`src/rtl/uart_pkg.sv`:
```
// Shared types for the UART transmit arbiter: FSM state encoding and requester limit.
package uart_pkg;

    localparam int UART_ARB_MAX_REQ = 8;

    typedef enum logic [1:0] {
        ARB   = 2'd0,
        ISSUE = 2'd1,
        GUARD = 2'd2,
        WAIT  = 2'd3
    } uart_arb_state_t;

endpackage

```
`src/rtl/rr_picker.sv`:
```
// Round-robin picker: lowest-numbered request at or after ptr wins, wrapping at NUM_REQ-1.
// Latency: purely combinational.
// Backpressure: none; the caller decides whether the pick is consumed.
module rr_picker #(
    parameter int NUM_REQ = 4,
    parameter int GRANT_W = $clog2(NUM_REQ)
) (
    input  logic [NUM_REQ-1:0] req,
    input  logic [GRANT_W-1:0] ptr,
    output logic [NUM_REQ-1:0] gnt,
    output logic [GRANT_W-1:0] gnt_idx,
    output logic               any_vld
);

    localparam int IW = GRANT_W + 1;

    logic [NUM_REQ-1:0] rot;
    logic [IW-1:0]      raw_idx;
    logic [IW-1:0]      wrap_idx;

    // Rotate so bit 0 is the requester at ptr; bit j is then requester ptr+j.
    assign rot     = NUM_REQ'({req, req} >> ptr);
    assign any_vld = |req;

    always_comb begin
        raw_idx = '0;
        for (int j = NUM_REQ - 1; j >= 0; j--) begin
            if (rot[j]) begin
                raw_idx = {1'b0, ptr} + IW'(j);
            end
        end
        wrap_idx = (raw_idx >= IW'(NUM_REQ)) ? (raw_idx - IW'(NUM_REQ)) : raw_idx;
    end

    assign gnt_idx = wrap_idx[GRANT_W-1:0];
    assign gnt     = any_vld ? (NUM_REQ'(1) << gnt_idx) : '0;

endmodule

```
`src/rtl/uart_tx_arbiter.sv`:
```
// Round-robin sharing of one UART TX port among NUM_REQ byte producers; UART_TX_ARB_LOCK_EN keeps messages whole.
// Latency: req to uart_wen/ack is 2 edges; issues are at least 4 cycles apart plus UART busy time.
// Backpressure: no issue while uart_tx_ready is low; requesters hold req/req_data until their ack pulse.
module uart_tx_arbiter
    import uart_pkg::*;
#(
    parameter int NUM_REQ = 4,
    parameter int GRANT_W = $clog2(NUM_REQ)
) (
    input  logic                   hb_clk,
    input  logic                   hb_rst,
    input  logic [NUM_REQ-1:0]     req,
    input  logic [NUM_REQ-1:0]     req_last,
    input  logic [8*NUM_REQ-1:0]   req_data,
    output logic [NUM_REQ-1:0]     ack,
    output logic                   uart_wen,
    output logic [7:0]             uart_wdata,
    input  logic                   uart_tx_ready,
    output logic                   busy,
    output logic [GRANT_W-1:0]     grant_id
);

    uart_arb_state_t    state_q, state_d;
    logic [GRANT_W-1:0] rr_ptr, rr_d, grant_d;
    logic [NUM_REQ-1:0] grant_oh, grant_oh_d;
    logic [NUM_REQ-1:0] eligible, pick_gnt, ack_d;
    logic [GRANT_W-1:0] pick_idx;
    logic               pick_vld;
    logic               wen_d, busy_d;
    logic [7:0]         wdata_d;
    logic [GRANT_W:0]   rr_sum;
    logic [GRANT_W-1:0] rr_inc;

`ifdef UART_TX_ARB_LOCK_EN
    logic               lock_vld, lock_vld_d;
    logic [NUM_REQ-1:0] lock_mask, lock_mask_d;

    assign eligible = lock_vld ? (req & lock_mask) : req;
`else
    logic unused_req_last;

    assign unused_req_last = ^req_last;
    assign eligible        = req;
`endif

    rr_picker #(
        .NUM_REQ (NUM_REQ),
        .GRANT_W (GRANT_W)
    ) u_picker (
        .req     (eligible),
        .ptr     (rr_ptr),
        .gnt     (pick_gnt),
        .gnt_idx (pick_idx),
        .any_vld (pick_vld)
    );

    assign rr_sum = {1'b0, grant_id} + (GRANT_W+1)'(1);
    assign rr_inc = (rr_sum >= (GRANT_W+1)'(NUM_REQ)) ? '0 : rr_sum[GRANT_W-1:0];

    always_comb begin
        state_d    = state_q;
        rr_d       = rr_ptr;
        grant_d    = grant_id;
        grant_oh_d = grant_oh;
        wen_d      = 1'b0;
        ack_d      = '0;
        wdata_d    = uart_wdata;
        busy_d     = busy;
`ifdef UART_TX_ARB_LOCK_EN
        lock_vld_d  = lock_vld;
        lock_mask_d = lock_mask;
`endif
        case (state_q)
            ARB: begin
                if (pick_vld && uart_tx_ready) begin
                    grant_d    = pick_idx;
                    grant_oh_d = pick_gnt;
                    state_d    = ISSUE;
                end
            end
            ISSUE: begin
                wen_d   = 1'b1;
                wdata_d = 8'(req_data >> {grant_id, 3'b000});
                ack_d   = grant_oh;
                busy_d  = 1'b1;
                rr_d    = rr_inc;
`ifdef UART_TX_ARB_LOCK_EN
                // A non-final byte claims the line; the final byte releases it.
                lock_vld_d  = !req_last[grant_id];
                lock_mask_d = grant_oh;
`endif
                state_d = GUARD;
            end
            // UART status lags the write strobe by a cycle, so ready is not trusted here.
            GUARD: state_d = WAIT;
            WAIT: begin
                if (uart_tx_ready) begin
                    busy_d  = 1'b0;
                    state_d = ARB;
                end
            end
            default: state_d = ARB;
        endcase
    end

    always_ff @(posedge hb_clk or posedge hb_rst) begin
        if (hb_rst) begin
            state_q    <= ARB;
            rr_ptr     <= '0;
            grant_id   <= '0;
            grant_oh   <= '0;
            uart_wen   <= 1'b0;
            uart_wdata <= '0;
            ack        <= '0;
            busy       <= 1'b0;
        end else begin
            state_q    <= state_d;
            rr_ptr     <= rr_d;
            grant_id   <= grant_d;
            grant_oh   <= grant_oh_d;
            uart_wen   <= wen_d;
            uart_wdata <= wdata_d;
            ack        <= ack_d;
            busy       <= busy_d;
        end
    end

`ifdef UART_TX_ARB_LOCK_EN
    always_ff @(posedge hb_clk or posedge hb_rst) begin
        if (hb_rst) begin
            lock_vld  <= 1'b0;
            lock_mask <= '0;
        end else begin
            lock_vld  <= lock_vld_d;
            lock_mask <= lock_mask_d;
        end
    end
`endif

endmodule

```
`config.mk`:
```
export PLATFORM = sky130hd
export DESIGN_NAME = uart_tx_arbiter
export DESIGN_NICKNAME = d
export VERILOG_FILES = /design/src/rtl/uart_pkg.sv /design/src/rtl/rr_picker.sv /design/src/rtl/uart_tx_arbiter.sv
export SDC_FILE = /design/constraint.sdc
export NUM_CORES = 1
export LEC_CHECK = 0
export ABC_AREA = 1
export CAP_MARGIN = 10
export CORE_ASPECT_RATIO = 1.4
export CORE_MARGIN = 2
export CORE_UTILIZATION = 35
export CTS_BUF_LIST = sky130_fd_sc_hd__clkbuf_16
export DETAILED_ROUTE_END_ITERATION = 16
export PLACE_DENSITY = 0.67
export SYNTH_ARGS = -nofsm -noshare
export SYNTH_HDL_FRONTEND = slang
export SYNTH_SLANG_ARGS = --single-unit
```
`constraint.sdc`:
```
create_clock -name hb_clk -period 1.5 [get_ports hb_clk]
set_input_delay 0.3 -clock hb_clk [delete_from_list [all_inputs] [get_ports hb_clk]]
set_output_delay 0.3 -clock hb_clk [all_outputs]
set_load 0.005 [all_outputs]
```
Word level (Yosys, flattened, before mapping)
Index checks and enable logic that the tools add are counted.
- register bits: 24
- bits of input ports: 43
- output and inout port bits: 16
- $add $sub $neg: 5
- $lt $le $gt $ge: 2
- equal/unequal tests: 5
- shift operators: 3
- mux-type cells: 14
- reduce and logical (&&, ||, !) cells: 7
- operator list (cell ; count):
    32-bit by 5-bit right shift with 8-bit output ; 1
    3-bit two-way mux ; 4
    2-bit two-way mux ; 4
    4-bit two-way mux ; 2
    2-bit case mux with 4 select lines ; 1
    8-bit by 2-bit right shift with 4-bit output ; 1
    2-bit by 1-bit adder with 3-bit output (second input constant) ; 2
    2-bit by 2-bit adder with 3-bit output (second input constant) ; 2
    3-bit >= comparator (second input constant) ; 2
    2-bit AND reduction ; 3
    2-bit equality test (second input constant) ; 2
    2-bit inequality test (second input constant) ; 2
    4-bit OR reduction ; 1
    1-bit by 2-bit left shift with 4-bit output (first input constant) ; 1
    2-bit by 1-bit equality test with 1-bit output (second input constant) ; 1
    2-bit zero test ; 1
    1-bit two-way mux ; 2
    1-bit case mux with 2 select lines ; 1
    2-bit nonzero test ; 1
    2-bit by 1-bit subtractor with 2-bit output (second input constant) ; 1
    1-bit logical AND ; 1

Longest topological paths before layout
- word-level depth: 9
- depth in mapped cells: 10
- gate-level depth less buffers: 10

Modules after synthesis
Synthesis repeated with hierarchy kept, for this count alone.
- cell total of the unflattened synthesis: 264
- area total of the unflattened synthesis: 1816.7 µm²
- by module, submodules not included (module ; instances ; cells an instance ; area each (µm²)):
    uart_tx_arbiter ; 1 ; 203 ; 1437.6
    rr_picker ; 1 ; 61 ; 379.1

Worst setup path after synthesis
No wires, ideal clock.
- kind: reg2reg
- start: register state_q[1]
- end: register uart_wdata[0]
- data arrival time: 1.300 ns
- required time: 1.418 ns
- path slack: 0.118 ns
- stages on the path, launching flop included: 7
- buffers on the path: 2
- path through: dfrtp_1 > inv_1 > ha_1 > clkbuf_1 > clkbuf_1 > nor2_1 > a31oi_1
- cells in the longest elaborated chain, start to end: 1
- RTL lines (what ; line ; text):
    start, declared ; uart_tx_arbiter.sv:23 ; uart_arb_state_t state_q, state_d;
    start signal, assigned ; uart_tx_arbiter.sv:117 ; state_q <= state_d;
    2-bit by 1-bit equality test with 1-bit output ; uart_tx_arbiter.sv:73 ; case (state_q)
    end signal, assigned ; uart_tx_arbiter.sv:122 ; uart_wdata <= wdata_d;
    end, declared ; uart_tx_arbiter.sv:17 ; output logic [7:0] uart_wdata,
No other way between the ends.
A chain may end at the register's enable or synchronous reset.

Worst setup path in the final report
- start: register grant_id[1]
- end: output grant_id[1]
- RTL lines (what ; line ; text):
    start, declared ; uart_tx_arbiter.sv:20 ; output logic [GRANT_W-1:0] grant_id
    start signal, assigned ; uart_tx_arbiter.sv:119 ; grant_id <= grant_d;
No word-level cell between the ends.

==> results.py <==
metrics = {
    "grt": {
        "grt_pass1_wl_um": 5560,
        "track_usage": 0.152,
        "antenna_found_initial": 0,
        "grt_start_max_net_pins": 25,
        "grt_overflow": 0,
        "grt_pass1_vias": 1348,
    },
    "cells_and_area": {
        "antenna_cells": 0,
        "fin_nets": 299,
        "synthToLayoutAreaGrowth_pct": 49.8,
        "drive_gt1_frac": 0.133,
        "multi_input_comb_area_um2": 729,
        "final.fill_count": 368,
        "seqCellArea_um2": 602,
    },
    "yosys": {
        "ys_seq_area_frac": 0.417,
        "yosysWarnings": 0,
        "synth_cells": 189,
        "synth.distinct_cells": 24,
        "ys_ff_latch": 24,
        "syn-mean-instance-area_um2": 7.61,
        "yosys.area.top_type_share": 0.417,
        "syn_area_um2": 1440,
        "synth_area_leaders": "dfrtp_1 (42%), nor2_1 (10%), o21ai_0 (8.3%), nand2_1 (7.0%), ha_1 (5.2%)",
        "syn_nets": 238,
        "yosys.area.top_type": "dfrtp_1",
    },
    "worst_setup_path": {
        "crit_required_ps": 1200,
        "cp-start-kind": "register",
        "cp_data_arrival_time_ps": 1130,
        "slowest_stage": "clkdlybuf4s50_1",
        "crit_type": "register to primary output",
        "critPathMaxFanout": 2,
        "slowest_delay_ps": 500,
        "crit_family": "buffers and inverters",
        "crit_path_cell_trace": "clkdlybuf4s50_1",
        "critPathCaptureType": "primary output",
        "path_buf_inv": 1,
    },
    "floorplanning": {
        "die-area_um2": 4650,
        "die_w_um": 58.2,
        "core_region_area_um2": 3950,
        "fp.dieH_um": 79.9,
        "num_rows": 27,
        "io-pin-count": 59,
        "start_util": 0.364,
    },
    "detailed_routing": {
        "first_pass_iters": 4,
        "wl_met1_um": 1330,
        "dr.first_iter.drc_count": 27,
        "detail_route.wl_per_cell_um": 11.1,
        "wl_met2_um": 1670,
        "vias": 1388,
        "drc": 0,
        "viasPerCell": 4.75,
        "top_layer": "met4",
        "wl_met3_um": 189,
        "final_antenna_net_count": 0,
        "drt_wl_total_um": 3250,
    },
    "run": {
        "cap_viol_max_count": 0,
    },
    "timing": {
        "rsz0062_at_grt": "no",
        "tightest_slew_ps": 312,
        "fmax_mhz": 699,
        "slew_violations": 0,
        "setup_viol": 0,
        "setup_tns_ps": 0,
        "min_period_over_period": 0.954,
        "hold_violations": 0,
        "max_slew_margin": 0.792,
        "finClkSkew_ps": 3.03,
        "worst_hold_slack_ps": 393,
        "min_period_ps": 1430,
    },
    "power_and_ir_drop": {
        "power_density_nw_per_um2": 1800,
        "ir_worst_vdd_v": 0.00105,
        "leakagePower_nw": 1.03,
    },
    "clock_tree": {
        "numCtsBuffers": 3,
        "clk_latency_ps": 250,
        "path_clk_slew_ps": 60,
        "cts_tree": "done",
        "root_buffer": "clkbuf_16",
        "h-tree-depth": 1,
        "cts_buffer_depth": 2,
        "tritoncts_num_sinks": 24,
    },
    "place": {
        "io_buffers": 54,
        "gp_congestion": 0.809,
        "hpwl_um": 2540,
    },
    "outcome": {
        "status": "complete, no violations",
    },
    "worst_hold_path": {
        "min_path_type": "input pin to async pin",
    },
}
cells by family after synthesis:
| kind of cell | after synthesis | share of synthesized area |
|---|---|---|
| adders and majority gates | 6 | 0.0522 |
| buffers and inverters | 28 | 0.0774 |
| DFF | 24 | 0.417 |
| and+or+nand+nor | 90 | 0.293 |
| xor gates and xnor gates | 1 | 0.00609 |
| AOI/OAI and AO/OA | 40 | 0.154 |
synthesized netlist by cell type:
library cell   n
a21oi_2        1
a31oi_1        8
buf_2          3
clkbuf_1       4
clkinv_1       1
dfrtp_1       24
ha_1           6
inv_1         17
inv_2          2
inv_4          1
nand2_1       27
nand2_2        8
nand2_4        2
nand3_1        7
nand3_2        3
nand4_1        2
nor2_1        40
nor2_8         1
o21a_1         1
o21ai_0       24
o21ai_1        4
o21ai_2        1
o22ai_1        1
xnor2_1        1
cells in the final DEF (no fill, tap or decap), types with 3 or more instances in the layout:
cell / netlist / final
a31oi_1: 8 / 8
buf_4: 0 / 9
clkbuf_16: 0 / 3
clkdlybuf4s50_1: 0 / 53
dfrtp_1: 24 / 23
ha_1: 6 / 6
inv_1: 17 / 17
nand2_1: 27 / 26
nand2_2: 8 / 9
nand3_1: 7 / 7
nand3_2: 3 / 3
nor2_1: 40 / 40
o21ai_0: 24 / 24
o21ai_1: 4 / 4
power breakdown:
group          switching (mW)  internal, mW
Clock                   0.215         0.356
Sequential              0.189         0.929
Combinational            1.16          1.04
Total                    1.57          2.32
layer usage:
metal / vias up / track usage
li1: 730 / -
met1: 612 / 0.169
met2: 41 / 0.284
met3: 5 / 0.0292
met4: 0 / 0.0488
met5: - / 0
flip-flops by register name (all words and copies together) (netlist names):
| name | flops |
|---|---|
| uart_wen | 1 |
| grant_id | 2 |
| busy | 1 |
| grant_oh | 4 |
| ack | 4 |
| rr_ptr | 2 |
| state_q | 2 |
| uart_wdata | 8 |
final timing paths:
path / start / end / slack, ps / cells after the start
max: grant_id[1]$_DFFE_PP0P_ / grant_id[1] / 70 / 1
min: hb_rst / uart_wdata[5]$_DFFE_PP0P_ / 390 / 3
max reg2reg: rr_ptr[0]$_DFFE_PP0P_ / grant_id[0]$_DFFE_PP0P_ / 110 / 9
min reg2reg: grant_oh[2]$_DFFE_PP0P_ / ack[2]$_DFF_PP0_ / 470 / 2
max in group asynchronous: hb_rst / grant_id[1]$_DFFE_PP0P_ / 850 / 3
min in group hb_clk: grant_oh[2]$_DFFE_PP0P_ / ack[2]$_DFF_PP0_ / 470 / 2
final cells by class:
cell class / instances / share of cell area
Clock buffer: 3 / 0.0348
Timing Repair Buffer: 63 / 0.283
Sequential cell: 24 / 0.279
Multi-Input combinational cell: 137 / 0.338
Tap cell: 43 / 0.0250
Clock inverter: 1 / 0.00174
Inverter: 21 / 0.0377
timing repair:
action,4_1_cts,5_1_grt
setup endpoints to repair,1,3
hold buffers,0,0
resized for setup,1,2
buffers inserted,1,0
per-stage QoR:
step / std cells / cell area [µm²] / utilization / setup slack (ps) / power (mW)
2_1_floorplan: 189 / 1440 / - / 118 / 2.50
3_3_place_gp: 287 / 2060 / 0.522 / -184 / 3.28
3_5_place_dp: 287 / 2060 / 0.522 / -185 / 3.32
4_1_cts: 292 / 2150 / 0.544 / 54.4 / 3.94
5_1_grt: 292 / 2160 / 0.545 / 14.9 / 4.26
6_report: 292 / 2160 / 0.545 / 68.8 / 3.89
No activity file was read; power rests on OpenSTA's default activity.
